$ cat config.mk
export PLATFORM = sky130hd
export DESIGN_NAME = ncl_ctl_array
export DESIGN_NICKNAME = d
export VERILOG_FILES = /design/src/rtl/ncl_pkg.sv /design/src/rtl/ncl_ctl_chan.sv /design/src/rtl/ncl_ctl_array.sv
export SDC_FILE = /design/constraint.sdc
export NUM_CORES = 1
export LEC_CHECK = 0
export ABC_CLOCK_PERIOD_IN_PS = 1800
export BUFFER_PORTS_ARGS = -buffer_cell sky130_fd_sc_hd__buf_2
export CORE_MARGIN = 10
export CORE_UTILIZATION = 25
export DETAILED_ROUTE_END_ITERATION = 6
export PLACE_DENSITY = 0.49
export SYNTH_ARGS = -nofsm -noshare
export SYNTH_HDL_FRONTEND = slang
export SYNTH_SLANG_ARGS = --single-unit
$ cat constraint.sdc
create_clock -name clk -period 1.8 [get_ports clk]
set_input_delay 0.36 -clock clk [delete_from_list [all_inputs] [get_ports clk]]
set_output_delay 0.36 -clock clk [all_outputs]
set_load 0.02 [all_outputs]
$ cat src/rtl/ncl_pkg.sv
// Shared dual-rail codes, channel state encoding and pair decode for ncl_ctl_array.
package ncl_pkg;

  // Pair codes as {t, f}
  localparam logic [1:0] DR_NULL    = 2'b00;
  localparam logic [1:0] DR_TRUE    = 2'b10;
  localparam logic [1:0] DR_FALSE   = 2'b01;
  localparam logic [1:0] DR_ILLEGAL = 2'b11;

  typedef enum logic [2:0] {
    S_NULL,
    S_PART,
    S_DATA,
    S_DRAIN,
    S_ERR
  } ncl_state_e;

  typedef struct packed {
    logic is_null;
    logic is_data;
    logic is_true;
    logic is_ill;
  } pair_dec_t;

  function automatic pair_dec_t pair_decode(input logic t, input logic f);
    pair_dec_t d;
    d.is_null = ({t, f} == DR_NULL);
    d.is_data = ({t, f} == DR_TRUE) || ({t, f} == DR_FALSE);
    d.is_true = ({t, f} == DR_TRUE);
    d.is_ill  = ({t, f} == DR_ILLEGAL);
    return d;
  endfunction

  function automatic logic [1:0] dr_encode(input logic b);
    return b ? DR_TRUE : DR_FALSE;
  endfunction

endpackage

$ cat src/rtl/ncl_ctl_chan.sv
// One dual-rail phase-controller channel: wavefront FSM, partial-wavefront timeout,
// latched r_c/r_m outputs, completion acknowledge and sticky illegal/timeout error.
module ncl_ctl_chan
  import ncl_pkg::*;
#(
  parameter int unsigned TIMEOUT = 16
) (
  input  logic clk_i,
  input  logic rst_ni,
  input  logic ph0_t_i,
  input  logic ph0_f_i,
  input  logic ph1_t_i,
  input  logic ph1_f_i,
  input  logic rd_t_i,
  input  logic rd_f_i,
  input  logic ld_t_i,
  input  logic ld_f_i,
  input  logic err_clr_i,
  output logic r_c_t_o,
  output logic r_c_f_o,
  output logic r_m_t_o,
  output logic r_m_f_o,
  output logic ko_o,
  output logic err_o
);

  localparam int unsigned CntW = (TIMEOUT > 0) ? $clog2(TIMEOUT + 1) : 1;
  localparam logic [CntW-1:0] CntLast = CntW'((TIMEOUT >= 2) ? TIMEOUT - 2 : 0);

  ncl_state_e      state_q;
  logic [CntW-1:0] cnt_q;
  logic [1:0]      rc_q, rm_q;
  logic            ko_q, err_q;

  pair_dec_t d_ph0, d_ph1, d_rd, d_ld;
  logic      all_null, any_null, complete, illegal, partial;
  logic      rc_true, rm_true, timeout_now, err_set;

  always_comb begin
    d_ph0    = pair_decode(ph0_t_i, ph0_f_i);
    d_ph1    = pair_decode(ph1_t_i, ph1_f_i);
    d_rd     = pair_decode(rd_t_i, rd_f_i);
    d_ld     = pair_decode(ld_t_i, ld_f_i);
    all_null = d_ph0.is_null & d_ph1.is_null & d_rd.is_null & d_ld.is_null;
    any_null = d_ph0.is_null | d_ph1.is_null | d_rd.is_null | d_ld.is_null;
    complete = d_ph0.is_data & d_ph1.is_data & d_rd.is_data & d_ld.is_data;
    illegal  = d_ph0.is_ill | d_ph1.is_ill | d_rd.is_ill | d_ld.is_ill;
    partial  = ~all_null & ~complete & ~illegal;
    // Only meaningful when complete, where "not TRUE" means FALSE.
    rc_true  = ~d_ph0.is_true & d_ph1.is_true & d_rd.is_true;
    rm_true  = d_ph0.is_true | (d_ph1.is_true & d_ld.is_true);
    // The S_NULL->S_PART edge is the first partial sample, so S_PART errors when the
    // count entering the edge is TIMEOUT-2 (and increments to TIMEOUT-1 on that edge).
    timeout_now = partial &
                  (((state_q == S_NULL) && (TIMEOUT == 1)) ||
                   ((state_q == S_PART) && (TIMEOUT >= 2) && (cnt_q == CntLast)));
    err_set  = illegal | timeout_now;
  end

  always_ff @(posedge clk_i or negedge rst_ni) begin
    if (!rst_ni) begin
      state_q <= S_NULL;
      cnt_q   <= '0;
      rc_q    <= DR_NULL;
      rm_q    <= DR_NULL;
      ko_q    <= 1'b1;
      err_q   <= 1'b0;
    end else begin
      // Set beats clear when both occur on the same edge.
      err_q <= err_set | (err_q & ~err_clr_i);
      if (err_set) begin
        state_q <= S_ERR;
        rc_q    <= DR_NULL;
        rm_q    <= DR_NULL;
        ko_q    <= 1'b0;
      end else begin
        unique case (state_q)
          S_NULL, S_PART: begin
            if (complete) begin
              state_q <= S_DATA;
              rc_q    <= dr_encode(rc_true);
              rm_q    <= dr_encode(rm_true);
              ko_q    <= 1'b0;
            end else if (all_null) begin
              state_q <= S_NULL;
            end else if (state_q == S_NULL) begin
              state_q <= S_PART;
              cnt_q   <= '0;
            end else begin
              cnt_q <= cnt_q + CntW'(1);
            end
          end
          S_DATA: begin
            if (any_null) state_q <= S_DRAIN;
          end
          S_DRAIN, S_ERR: begin
            if (all_null) begin
              state_q <= S_NULL;
              rc_q    <= DR_NULL;
              rm_q    <= DR_NULL;
              ko_q    <= 1'b1;
            end
          end
          default: begin
            state_q <= S_NULL;
            rc_q    <= DR_NULL;
            rm_q    <= DR_NULL;
            ko_q    <= 1'b1;
          end
        endcase
      end
    end
  end

  assign r_c_t_o = rc_q[1];
  assign r_c_f_o = rc_q[0];
  assign r_m_t_o = rm_q[1];
  assign r_m_f_o = rm_q[0];
  assign ko_o    = ko_q;
  assign err_o   = err_q;

endmodule

$ cat src/rtl/ncl_ctl_array.sv
// CH independent dual-rail phase-controller channels. Defining NCL_INPUT_SYNC_EN adds a
// 2-flop synchronizer on every input rail (err_clr excluded).
module ncl_ctl_array
  import ncl_pkg::*;
#(
  parameter int unsigned CH      = 4,
  parameter int unsigned TIMEOUT = 16
) (
  input  logic          clk,
  input  logic          rst_n,
  input  logic [CH-1:0] ph0_t,
  input  logic [CH-1:0] ph0_f,
  input  logic [CH-1:0] ph1_t,
  input  logic [CH-1:0] ph1_f,
  input  logic [CH-1:0] rd_t,
  input  logic [CH-1:0] rd_f,
  input  logic [CH-1:0] ld_t,
  input  logic [CH-1:0] ld_f,
  input  logic [CH-1:0] err_clr,
  output logic [CH-1:0] r_c_t,
  output logic [CH-1:0] r_c_f,
  output logic [CH-1:0] r_m_t,
  output logic [CH-1:0] r_m_f,
  output logic [CH-1:0] ko,
  output logic [CH-1:0] err
);

  logic [8*CH-1:0] rails_raw, rails;
  logic [CH-1:0]   s_ph0_t, s_ph0_f, s_ph1_t, s_ph1_f, s_rd_t, s_rd_f, s_ld_t, s_ld_f;

  assign rails_raw = {ph0_t, ph0_f, ph1_t, ph1_f, rd_t, rd_f, ld_t, ld_f};

`ifdef NCL_INPUT_SYNC_EN
  logic [8*CH-1:0] sync1_q, sync2_q;

  always_ff @(posedge clk or negedge rst_n) begin
    if (!rst_n) begin
      sync1_q <= '0;
      sync2_q <= '0;
    end else begin
      sync1_q <= rails_raw;
      sync2_q <= sync1_q;
    end
  end

  assign rails = sync2_q;
`else
  assign rails = rails_raw;
`endif

  assign {s_ph0_t, s_ph0_f, s_ph1_t, s_ph1_f, s_rd_t, s_rd_f, s_ld_t, s_ld_f} = rails;

  for (genvar i = 0; i < CH; i++) begin : g_chan
    ncl_ctl_chan #(
      .TIMEOUT (TIMEOUT)
    ) u_chan (
      .clk_i     (clk),
      .rst_ni    (rst_n),
      .ph0_t_i   (s_ph0_t[i]),
      .ph0_f_i   (s_ph0_f[i]),
      .ph1_t_i   (s_ph1_t[i]),
      .ph1_f_i   (s_ph1_f[i]),
      .rd_t_i    (s_rd_t[i]),
      .rd_f_i    (s_rd_f[i]),
      .ld_t_i    (s_ld_t[i]),
      .ld_f_i    (s_ld_f[i]),
      .err_clr_i (err_clr[i]),
      .r_c_t_o   (r_c_t[i]),
      .r_c_f_o   (r_c_f[i]),
      .r_m_t_o   (r_m_t[i]),
      .r_m_f_o   (r_m_f[i]),
      .ko_o      (ko[i]),
      .err_o     (err[i])
    );
  end

endmodule
==> results.json, run 1 <==
{
  "cp_data_arrival_time_ns": 2.01,
  "syn-num-nets": 548,
  "synth-main-ff-cell": "dfrtp_1",
  "dieArea_um2": 21800,
  "fillers": 1639,
  "cap_viol_max_count": 0,
  "wire_per_inst_um": 13.2,
  "report.final.slew_viol_count": 0,
  "rows": 46,
  "start_kind": "input pin",
  "clk_pin_slew_ns": 0.07,
  "critPathKind": "in2reg",
  "clock_path_buffers": 2,
  "p_leak_nw": 2.69,
  "gp_congestion": 0.830,
  "postSynthAreaPerCell_um2": 8.97,
  "cts_root_buffer": "clkbuf_16",
  "synth-seq-cells": 56,
  "drtIter0Drc": 256,
  "io_pins": 62,
  "area_delta_synth_final_pct": 37.7,
  "slew_headroom": 0.684,
  "antenna_found_initial": 0,
  "total_power_mw": 3.33,
  "ys_types": 55,
  "fmax_ghz": 0.564,
  "run_status": "completed",
  "initial_core_util": 0.255,
  "multiInputGateArea_um2": 2490,
  "final_cells": 797,
  "grt.total_usage": 0.0949,
  "grt_max_degree": 42,
  "synth_cells": 454,
  "dieWidth_um": 148,
  "min_path_type": "in2reg",
  "grt_pass1_vias": 3838,
  "cts_buffers": 5,
  "die_h_um": 148,
  "fp.coreArea_um2": 15900,
  "critPathMaxFanout": 3,
  "hpwlAfterDp_mm": 8.21,
  "tightest_slew_ns": 0.469,
  "dp.cells": 784,
  "via_per_inst": 4.64,
  "port_buffers": 61,
  "period_share": 0.984,
  "fin_nets": 674,
  "antenna_cells": 0,
  "drive_gt1_frac": 0.368,
  "seq_area_frac_synth": 0.345,
  "clk_latency_ns": 0.30,
  "finClkSkew_ns": 0.00752,
  "syn-cell-area_um2": 4070,
  "drc": 0,
  "ys_async_sr_fraction": 1.00,
  "power_density_nw_per_um2": 593,
  "drt-total-wl_mm": 10.5,
  "drt-pass1-iter-count": 7,
  "clock_sinks": 56,
  "htree_levels": 2,
  "ir_drop_mv": 0.363,
  "drt.antenna.violating_nets": 0,
  "grt_pass1_wl_mm": 17.9,
  "synth-edff-count": 0,
  "postLayoutCoreUtil": 0.352,
  "tritoncts": "built",
  "ys_warn_count": 0,
  "via_count": 3702,
  "rsz0062_at_grt": "yes",
  "regArea_um2": 1410,
  "period_needed_ns": 1.77,
  "cp-end-kind": "flop",
  "setup_viol": 0,
  "required_ns": 2.04,
  "grt_overflow": 0,
  "hold_viol": 0
}
worst paths after layout:
| kind | startpoint | to | slack, ns | cells past startpoint |
|---|---|---|---|---|
| min in group asynchronous | rst_n | g_chan[3].u_chan.err_o | 0.53 | 2 |
| min | err_clr[0] | g_chan[0].u_chan.err_o | 0.23 | 2 |
| max reg2reg | g_chan[0].u_chan.cnt_q[0] | g_chan[0].u_chan.cnt_q[3] | 0.06 | 7 |
| max | ph1_f[0] | g_chan[0].u_chan.cnt_q[3] | 0.03 | 7 |
| min reg2reg | g_chan[1].u_chan.rm_q[1] | g_chan[1].u_chan.rm_q[1] | 0.49 | 1 |
| max in group asynchronous | rst_n | g_chan[2].u_chan.ko_o | 0.63 | 3 |
critical path, stage by stage:
cell	delay, ns
buf_8	0.10
ha_4	0.16
nor4_4	0.31
nand2_2	0.09
or3_4	0.40
or4b_1	0.50
nand3_1	0.09
area by class of cell:
| class | instances | share of cell area |
|---|---|---|
| clock buffer | 6 | 0.0230 |
| clock inverter | 2 | 0.00625 |
| inverter | 48 | 0.0326 |
| multi-input combinational | 311 | 0.443 |
| sequential | 56 | 0.251 |
| tap | 216 | 0.0482 |
| timing repair buffer | 158 | 0.196 |
layout by cell type, fill, tap and decap left out, types with 5 or more instances in the layout:
cell	synthesis	routed
buf_4	24	97
nand2_1	45	45
and3_1	5	5
ha_4	0	10
inv_1	48	42
clkbuf_16	0	5
nor4_1	9	9
buf_2	1	53
o21ai_0	16	14
dfrtp_1	52	52
nor2_1	20	15
inv_2	0	5
a21oi_1	17	17
and4_1	9	8
or4_1	8	5
a22o_1	10	10
o221ai_1	5	5
nand3b_1	6	6
nand4_1	9	9
nor3_1	14	12
nand3_1	24	21
ha_1	56	44
registers in the layout, summed over array words and instances, names as in the netlist:
register               count
g_chan.u_chan.err_o        4
g_chan.u_chan.state_q     12
g_chan.u_chan.ko_o         4
g_chan.u_chan.rc_q         8
g_chan.u_chan.cnt_q       20
g_chan.u_chan.rm_q         8
repair_timing:
action / CTS / global route
pin swaps: 0 / 12
resized for setup: 1 / 36
hold endpoints to repair: 4 / 0
hold buffers: 1 / 0
gates cloned: 0 / 0
setup endpoints to repair: 2 / 16
buffers inserted: 0 / 4
layer usage:
layer | wire, um | vias to the layer above | track usage
met5 | 0 | - | 0
met4 | 80 | 0 | 0.0198
met3 | 473 | 10 | 0.0235
met2 | 5080 | 76 | 0.160
met1 | 4850 | 1760 | 0.120
li1 | - | 1856 | -
synthesized netlist by cell type, types with 3 or more instances:
cell	n	area share
ha_1	56	0.17
dfrtp_1	52	0.32
inv_1	48	0.044
nand2_1	45	0.041
buf_4	24	0.044
nand3_1	24	0.029
nor2_1	20	0.018
a21oi_1	17	0.021
o21ai_0	16	0.020
nor3_1	14	0.017
clkbuf_1	13	0.012
a22o_1	10	0.022
and4_1	9	0.019
nand4_1	9	0.014
nor4_1	9	0.014
or4_1	8	0.015
nand3b_1	6	0.011
and3_1	5	0.0077
nand2b_1	5	0.0077
o221ai_1	5	0.011
o31ai_1	5	0.0092
dfstp_2	4	0.026
nor2b_1	4	0.0061
a31oi_1	3	0.0046
o22ai_1	3	0.0046
o32ai_1	3	0.0065
power by group:
group | switching, mW | internal [mW]
sequential | 0.104 | 1.35
combinational | 0.369 | 0.372
clock | 0.470 | 0.657
total | 0.943 | 2.38
kinds of logic after synthesis:
| group | synth area share |
|---|---|
| compound gates | 0.140 |
| fa+ha+maj | 0.172 |
| buf+inv | 0.104 |
| flops | 0.345 |
| mux | 0.00799 |
| simple gates | 0.230 |
per-stage QoR:
stage               hold WS [ns]  TNS, ns  worst slack (ns)  cell area, um2
finish                     0.227        0            0.0281            5610
global route               0.220   -0.163           -0.0611            5610
CTS                        0.220        0          0.000165            5440
detailed placement         0.326    -7.85            -0.325            5260
global placement           0.317    -6.98            -0.293            5260
floorplan                 0.0644    -1.04            -0.331            4240
(Power assumes the default switching activity.)
==> inputs of run 2 (changes only) <==
--- a/config.mk
+++ b/config.mk
@@ -8,9 +8,9 @@
 export ABC_CLOCK_PERIOD_IN_PS = 1800
 export BUFFER_PORTS_ARGS = -buffer_cell sky130_fd_sc_hd__buf_2
 export CORE_MARGIN = 10
-export CORE_UTILIZATION = 25
+export CORE_UTILIZATION = 52
 export DETAILED_ROUTE_END_ITERATION = 6
-export PLACE_DENSITY = 0.49
+export PLACE_DENSITY = 0.83
 export SYNTH_ARGS = -nofsm -noshare
 export SYNTH_HDL_FRONTEND = slang
 export SYNTH_SLANG_ARGS = --single-unit
==> run 2 against run 1 <==
- critical endpoint is now g_chan[0].u_chan.cnt_q[4]
- setup slack got worse by 0.035 ns
- critical path depth rose by 1
- via count rose by 2.1%
- sequential share of layout area rose by 1.2 points
- register-to-register slack got worse by 0.05 ns
- cell count fell by 15%
- largest power group unchanged
- count of clock-buffer cells in the layout fell by 1
- the run now ends with negative setup slack left
- sequential cell count did not move
- wire length fell by 2.5%
- clock skew fell by 0.00098 ns
==> results.json, run 2 (synthesized netlist as in run 1, its figures left out) <==
{
  "period_share": 1.00,
  "start_kind": "input pin",
  "ir_drop_mv": 0.359,
  "wire_per_inst_um": 15.2,
  "p_seq_frac": 0.490,
  "cts_buffers": 5,
  "grt.total_usage": 0.163,
  "cap_viol_max_count": 0,
  "htree_levels": 2,
  "multiInputGateArea_um2": 2500,
  "violations": "negative setup slack",
  "regArea_um2": 1410,
  "dieWidth_um": 109,
  "run_status": "finished with violations",
  "antenna_cells": 0,
  "report.final.slew_viol_count": 0,
  "slew_headroom": 0.748,
  "fin_nets": 667,
  "drive_gt1_frac": 0.381,
  "rr_startpoint": "g_chan[0].u_chan.cnt_q[0]",
  "port_buffers": 61,
  "gp_congestion": 0.831,
  "clk_latency_ns": 0.30,
  "fin_hold_ws_ns": 0.223,
  "hold_depth": 2,
  "holdPathEnd": "g_chan[2].u_chan.err_o",
  "final_area_um2": 5360,
  "drc": 0,
  "via_per_inst": 5.61,
  "timing.final.ws_setup_ns": -0.00707,
  "required_ns": 2.04,
  "period_needed_ns": 1.81,
  "rsz0062_at_grt": "yes",
  "via_count": 3779,
  "critPathMaxFanout": 4,
  "drt-pass1-iter-count": 4,
  "die_h_um": 109,
  "largest_reg_flops": 20,
  "timing.rr.end": "g_chan[0].u_chan.cnt_q[4]",
  "hpwlAfterDp_mm": 7.68,
  "reg2reg_depth": 7,
  "grt_pass1_wl_mm": 16.3,
  "postLayoutCoreUtil": 0.697,
  "drtIter0Drc": 151,
  "layout_commonest_cell": "buf_4",
  "tightest_slew_ns": 0.369,
  "reg_top3": "g_chan.u_chan.cnt_q x20, g_chan.u_chan.state_q x12",
  "power_density_nw_per_um2": 559,
  "fillers": 576,
  "sw_frac_of_total": 0.293,
  "p_leak_nw": 2.62,
  "power.switching_mw": 0.877,
  "setup_viol": 1,
  "cp_data_arrival_time_ns": 2.05,
  "clock_path_buffers": 2,
  "critPathKind": "in2reg",
  "grt_pass1_vias": 3789,
  "cp-end-kind": "flop",
  "tritoncts": "built",
  "final_cell_mix": "buf_4 (92), buf_2 (53), dfrtp_1 (52), nand2_1 (45), ha_1 (42)",
  "grt_max_degree": 29,
  "placed_cell_area_um2": 5050,
  "area_delta_synth_final_pct": 31.6,
  "drt.antenna.violating_nets": 0,
  "rows": 32,
  "hold_viol": 0,
  "fp.coreArea_um2": 7690,
  "p_clk_frac": 0.266,
  "grt_overflow": 0,
  "min_from": "err_clr[2]",
  "antenna_found_initial": 0,
  "fmax_ghz": 0.553,
  "cts_root_buffer": "clkbuf_8",
  "ff2ff_setup_slack_ns": 0.01,
  "initial_core_util": 0.530,
  "clock_sinks": 56,
  "io_pins": 62,
  "clk_pin_slew_ns": 0.09,
  "min_path_type": "in2reg",
  "dieArea_um2": 11800,
  "drt-total-wl_mm": 10.2,
  "combPwrFrac": 0.243,
  "finClkSkew_ns": 0.00653,
  "regMostFlops": "g_chan.u_chan.cnt_q",
  "p_int_mw": 2.12
}
[run 2: repair_timing]
| item | CTS | global route |
|---|---|---|
| hold buffers | 1 | 0 |
| endpoints found under the setup margin | 1 | 22 |
| pin swaps | 0 | 12 |
| endpoints found under the hold margin | 9 | 0 |
| buffers inserted | 0 | 5 |
| resized for setup | 4 | 42 |
[run 2: layout make-up]
type,count,area share
clock buffer,5,0.0128
tap,102,0.0238
clock inverter,1,0.00560
timing repair buffer,151,0.193
multi-input combinational,311,0.467
inverter,48,0.0350
sequential,56,0.262
[run 2: critical path: stages]
cell	delay, ns
buf_4	0.12
inv_2	0.07
ha_4	0.20
and4_4	0.16
nand2b_4	0.13
or3_4	0.40
or4b_4	0.52
nand3_2	0.08
[run 2: metrics by stage]
stage	TNS, ns	std cells	total power, mW	setup WS, ns
global route	-0.108	674	3.17	-0.0323
global placement	-6.27	662	2.10	-0.272
floorplan	-1.04	454	1.83	-0.331
finish	-0.00707	674	3.00	-0.00707
CTS	0	669	2.95	0.00917
detailed placement	-8.47	662	2.15	-0.329
[run 2: how the worst max path moves through the flow]
stage	startpoint	endpoint	slack, ns	cells past startpoint
floorplan	ld_t[0]	g_chan[0].u_chan.cnt_q[3]	-0.33	7
global placement	ph1_t[0]	g_chan[0].u_chan.cnt_q[3]	-0.27	8
detailed placement	ph1_t[0]	g_chan[0].u_chan.cnt_q[4]	-0.33	8
CTS	ph1_f[0]	g_chan[0].u_chan.cnt_q[4]	0.009	8
global route	ld_t[2]	g_chan[2].u_chan.state_q[0]	-0.03	9
finish	ph0_t[0]	g_chan[0].u_chan.cnt_q[4]	-0.007	8
[run 2: power by group through the flow]
stage	Sequential (mW)	Combinational (mW)	Clock, mW
floorplan	1.45	0.375	0
global placement	1.47	0.629	0
detailed placement	1.48	0.668	0
CTS	1.46	0.681	0.815
global route	1.49	0.816	0.865
finish	1.47	0.729	0.798
[run 2: per-layer routing]
metal  share of wire  vias to the layer above  track usage
li1                -                     1829            -
met1            0.41                     1846        0.192
met2            0.54                       90        0.292
met3           0.037                       14       0.0274
met4           0.012                        0       0.0546
met5               0                        -            0
==> inputs of run 3 (changes only) <==
--- a/config.mk
+++ b/config.mk
@@ -5,12 +5,13 @@
 export SDC_FILE = /design/constraint.sdc
 export NUM_CORES = 1
 export LEC_CHECK = 0
-export ABC_CLOCK_PERIOD_IN_PS = 1800
+export ABC_CLOCK_PERIOD_IN_PS = 1540
 export BUFFER_PORTS_ARGS = -buffer_cell sky130_fd_sc_hd__buf_2
 export CORE_MARGIN = 10
 export CORE_UTILIZATION = 52
 export DETAILED_ROUTE_END_ITERATION = 6
 export PLACE_DENSITY = 0.83
+export RECOVER_POWER = 25
 export SYNTH_ARGS = -nofsm -noshare
 export SYNTH_HDL_FRONTEND = slang
 export SYNTH_SLANG_ARGS = --single-unit
==> constraint.sdc (replaced) <==
create_clock -name clk -period 1.54 [get_ports clk]
set_input_delay 0.308 -clock clk [delete_from_list [all_inputs] [get_ports clk]]
set_output_delay 0.308 -clock clk [all_outputs]
set_load 0.02 [all_outputs]
==> run 3 against run 2 <==
- the flow still finishes with violations (negative setup slack)
- cell count increased by 9.3%
- count of clock-buffer cells in the layout unchanged
- sequential power increased by 14%
- die area unchanged
- critical path type is now reg2reg
- critical endpoint is now g_chan[2].u_chan.rm_q[1]
==> results.json, run 3 (synthesized netlist as in run 1, its figures left out) <==
{
  "cpMaxStageDelayCell": "dfrtp_1",
  "hold_viol": 0,
  "period_share": 1.18,
  "fmax_ghz": 0.550,
  "io_pins": 62,
  "cp_data_arrival_time_ns": 2.04,
  "final_area_um2": 6310,
  "drtIter0Drc": 315,
  "cp-end-kind": "flop",
  "start_kind": "flop",
  "area_delta_synth_final_pct": 54.8,
  "power.switching_mw": 1.31,
  "critPathMaxStageDelay_ns": 0.42,
  "dieArea_um2": 11800,
  "die_h_um": 109,
  "report.final.slew_viol_count": 0,
  "run_status": "finished with violations",
  "regMostFlops": "g_chan.u_chan.cnt_q",
  "grt.total_usage": 0.199,
  "tightest_slew_ns": 0.820,
  "finClkSkew_ns": 0.0114,
  "p_seq_frac": 0.429,
  "reg_top3": "g_chan.u_chan.cnt_q x20, g_chan.u_chan.state_q x12",
  "cap_viol_max_count": 0,
  "grt_pass1_wl_mm": 19.5,
  "drive_gt1_frac": 0.526,
  "antenna_cells": 0,
  "rsz0062_at_grt": "yes",
  "drt-pass1-iter-count": 5,
  "port_buffers": 61,
  "tritoncts": "built",
  "clock_path_buffers": 2,
  "ir_drop_mv": 0.498,
  "p_clk_frac": 0.232,
  "period_needed_ns": 1.82,
  "initial_core_util": 0.530,
  "layout_commonest_cell": "buf_4",
  "final_cell_mix": "buf_4 (140), dfrtp_1 (51), buf_2 (43), nand2_1 (37), ha_1 (33)",
  "antenna_found_initial": 0,
  "sw_frac_of_total": 0.333,
  "hpwlAfterDp_mm": 8.76,
  "dieWidth_um": 109,
  "cts_buffers": 5,
  "clk_latency_ns": 0.33,
  "drt-total-wl_mm": 13.9,
  "grt_overflow": 0,
  "timing.final.ws_setup_ns": -0.279,
  "wire_per_inst_um": 18.9,
  "slew_headroom": 0.453,
  "drt.antenna.violating_nets": 0,
  "critPathMaxFanout": 5,
  "p_int_mw": 2.61,
  "gp_congestion": 0.945,
  "largest_reg_flops": 20,
  "via_count": 4351,
  "clk_pin_slew_ns": 0.11,
  "p_leak_nw": 3.01,
  "path_cells": "inv_2, ha_4, nand4_1, nor3_2, nand2b_1, a211o_4, a22o_1",
  "via_per_inst": 5.90,
  "cts_root_buffer": "clkbuf_8",
  "grt_max_degree": 25,
  "placed_cell_area_um2": 5500,
  "min_path_type": "in2reg",
  "rows": 32,
  "place_worst_setup_slack_ns": -0.579,
  "required_ns": 1.76,
  "grt_pass1_vias": 4317,
  "violations": "negative setup slack",
  "drc": 0,
  "fin_nets": 728,
  "htree_levels": 2,
  "clock_sinks": 56,
  "fp.coreArea_um2": 7690,
  "critPathKind": "reg2reg",
  "power_density_nw_per_um2": 621,
  "combPwrFrac": 0.339,
  "setup_viol": 29,
  "total_power_mw": 3.92
}
==> run 3: cell types whose count changed in the layout (fill, tap and decap cells not counted), sizes merged <==
cell | before | now
nand3 | 24 | 25
clkinv | 0 | 2
inv | 48 | 49
clkbuf | 5 | 6
bufinv | 1 | 0
buf | 150 | 209
==> run 3: power groups by stage <==
| stage | registers [mW] | logic (mW) | clock network [mW] |
|---|---|---|---|
| floorplan | 1.70 | 0.459 | 0 |
| global placement | 1.68 | 0.946 | 0 |
| detailed placement | 1.69 | 1.01 | 0 |
| CTS | 1.67 | 1.12 | 0.895 |
| global route | 1.69 | 1.42 | 0.957 |
| finish | 1.68 | 1.33 | 0.909 |
==> run 3: cell type report <==
class,count,area [um2]
flip-flops and latches,56,1410
well taps,102,128
clock inverters,3,33.8
clock buffers,5,68.8
repair buffers,211,1580
multi-input cells,312,2900
inverters,48,183
fillers,428,1380
==> run 3: worst paths after layout <==
path,endpoint,depth (start not counted),slack (ns),from
hold reg to reg,g_chan[1].u_chan.rm_q[1],1,0.51,g_chan[1].u_chan.rm_q[1]
max in group asynchronous,g_chan[0].u_chan.ko_o,3,0.07,rst_n
setup reg to reg,g_chan[2].u_chan.rm_q[1],7,-0.28,g_chan[2].u_chan.cnt_q[0]
setup / recovery,g_chan[2].u_chan.rm_q[1],7,-0.28,g_chan[2].u_chan.cnt_q[0]
hold / removal,g_chan[0].u_chan.err_o,2,0.14,err_clr[0]
min in group asynchronous,g_chan[3].u_chan.err_o,2,0.58,rst_n
==> run 3: worst max-delay path: cells and delay by family (launching register included) <==
family | cells | cell delay, ns
simple gates | 3 | 0.48
flops | 1 | 0.42
buf+inv | 1 | 0.09
fa+ha+maj | 1 | 0.12
compound gates | 2 | 0.60
==> run 3: layer usage <==
layer  up-vias  wire length, um  track usage
met4         0              665       0.0584
met3        75              849       0.0357
met2       197             7270        0.378
li1       1963                -            -
met5         -                0            0
met1      2116             5160        0.220
==> run 3: repair_timing <==
action,in CTS,in global routing
gates resized for setup,62,64
cloned,1,1
hold buffers,1,0
setup buffers,15,12
pin swaps,18,27
hold endpoints to repair,10,0
endpoints found under the setup margin,40,44
==> run 3: through the flow <==
stage | utilization | hold WS (ns) | setup TNS [ns] | cells
after CTS | 0.776 | 0.152 | -1.66 | 727
after global routing | 0.820 | 0.131 | -6.84 | 737
final | 0.820 | 0.137 | -3.83 | 737
after floorplan | - | 0.0124 | -5.62 | 454
after detailed placement | 0.715 | 0.233 | -19.30 | 705
after global placement | 0.715 | 0.234 | -16.28 | 705
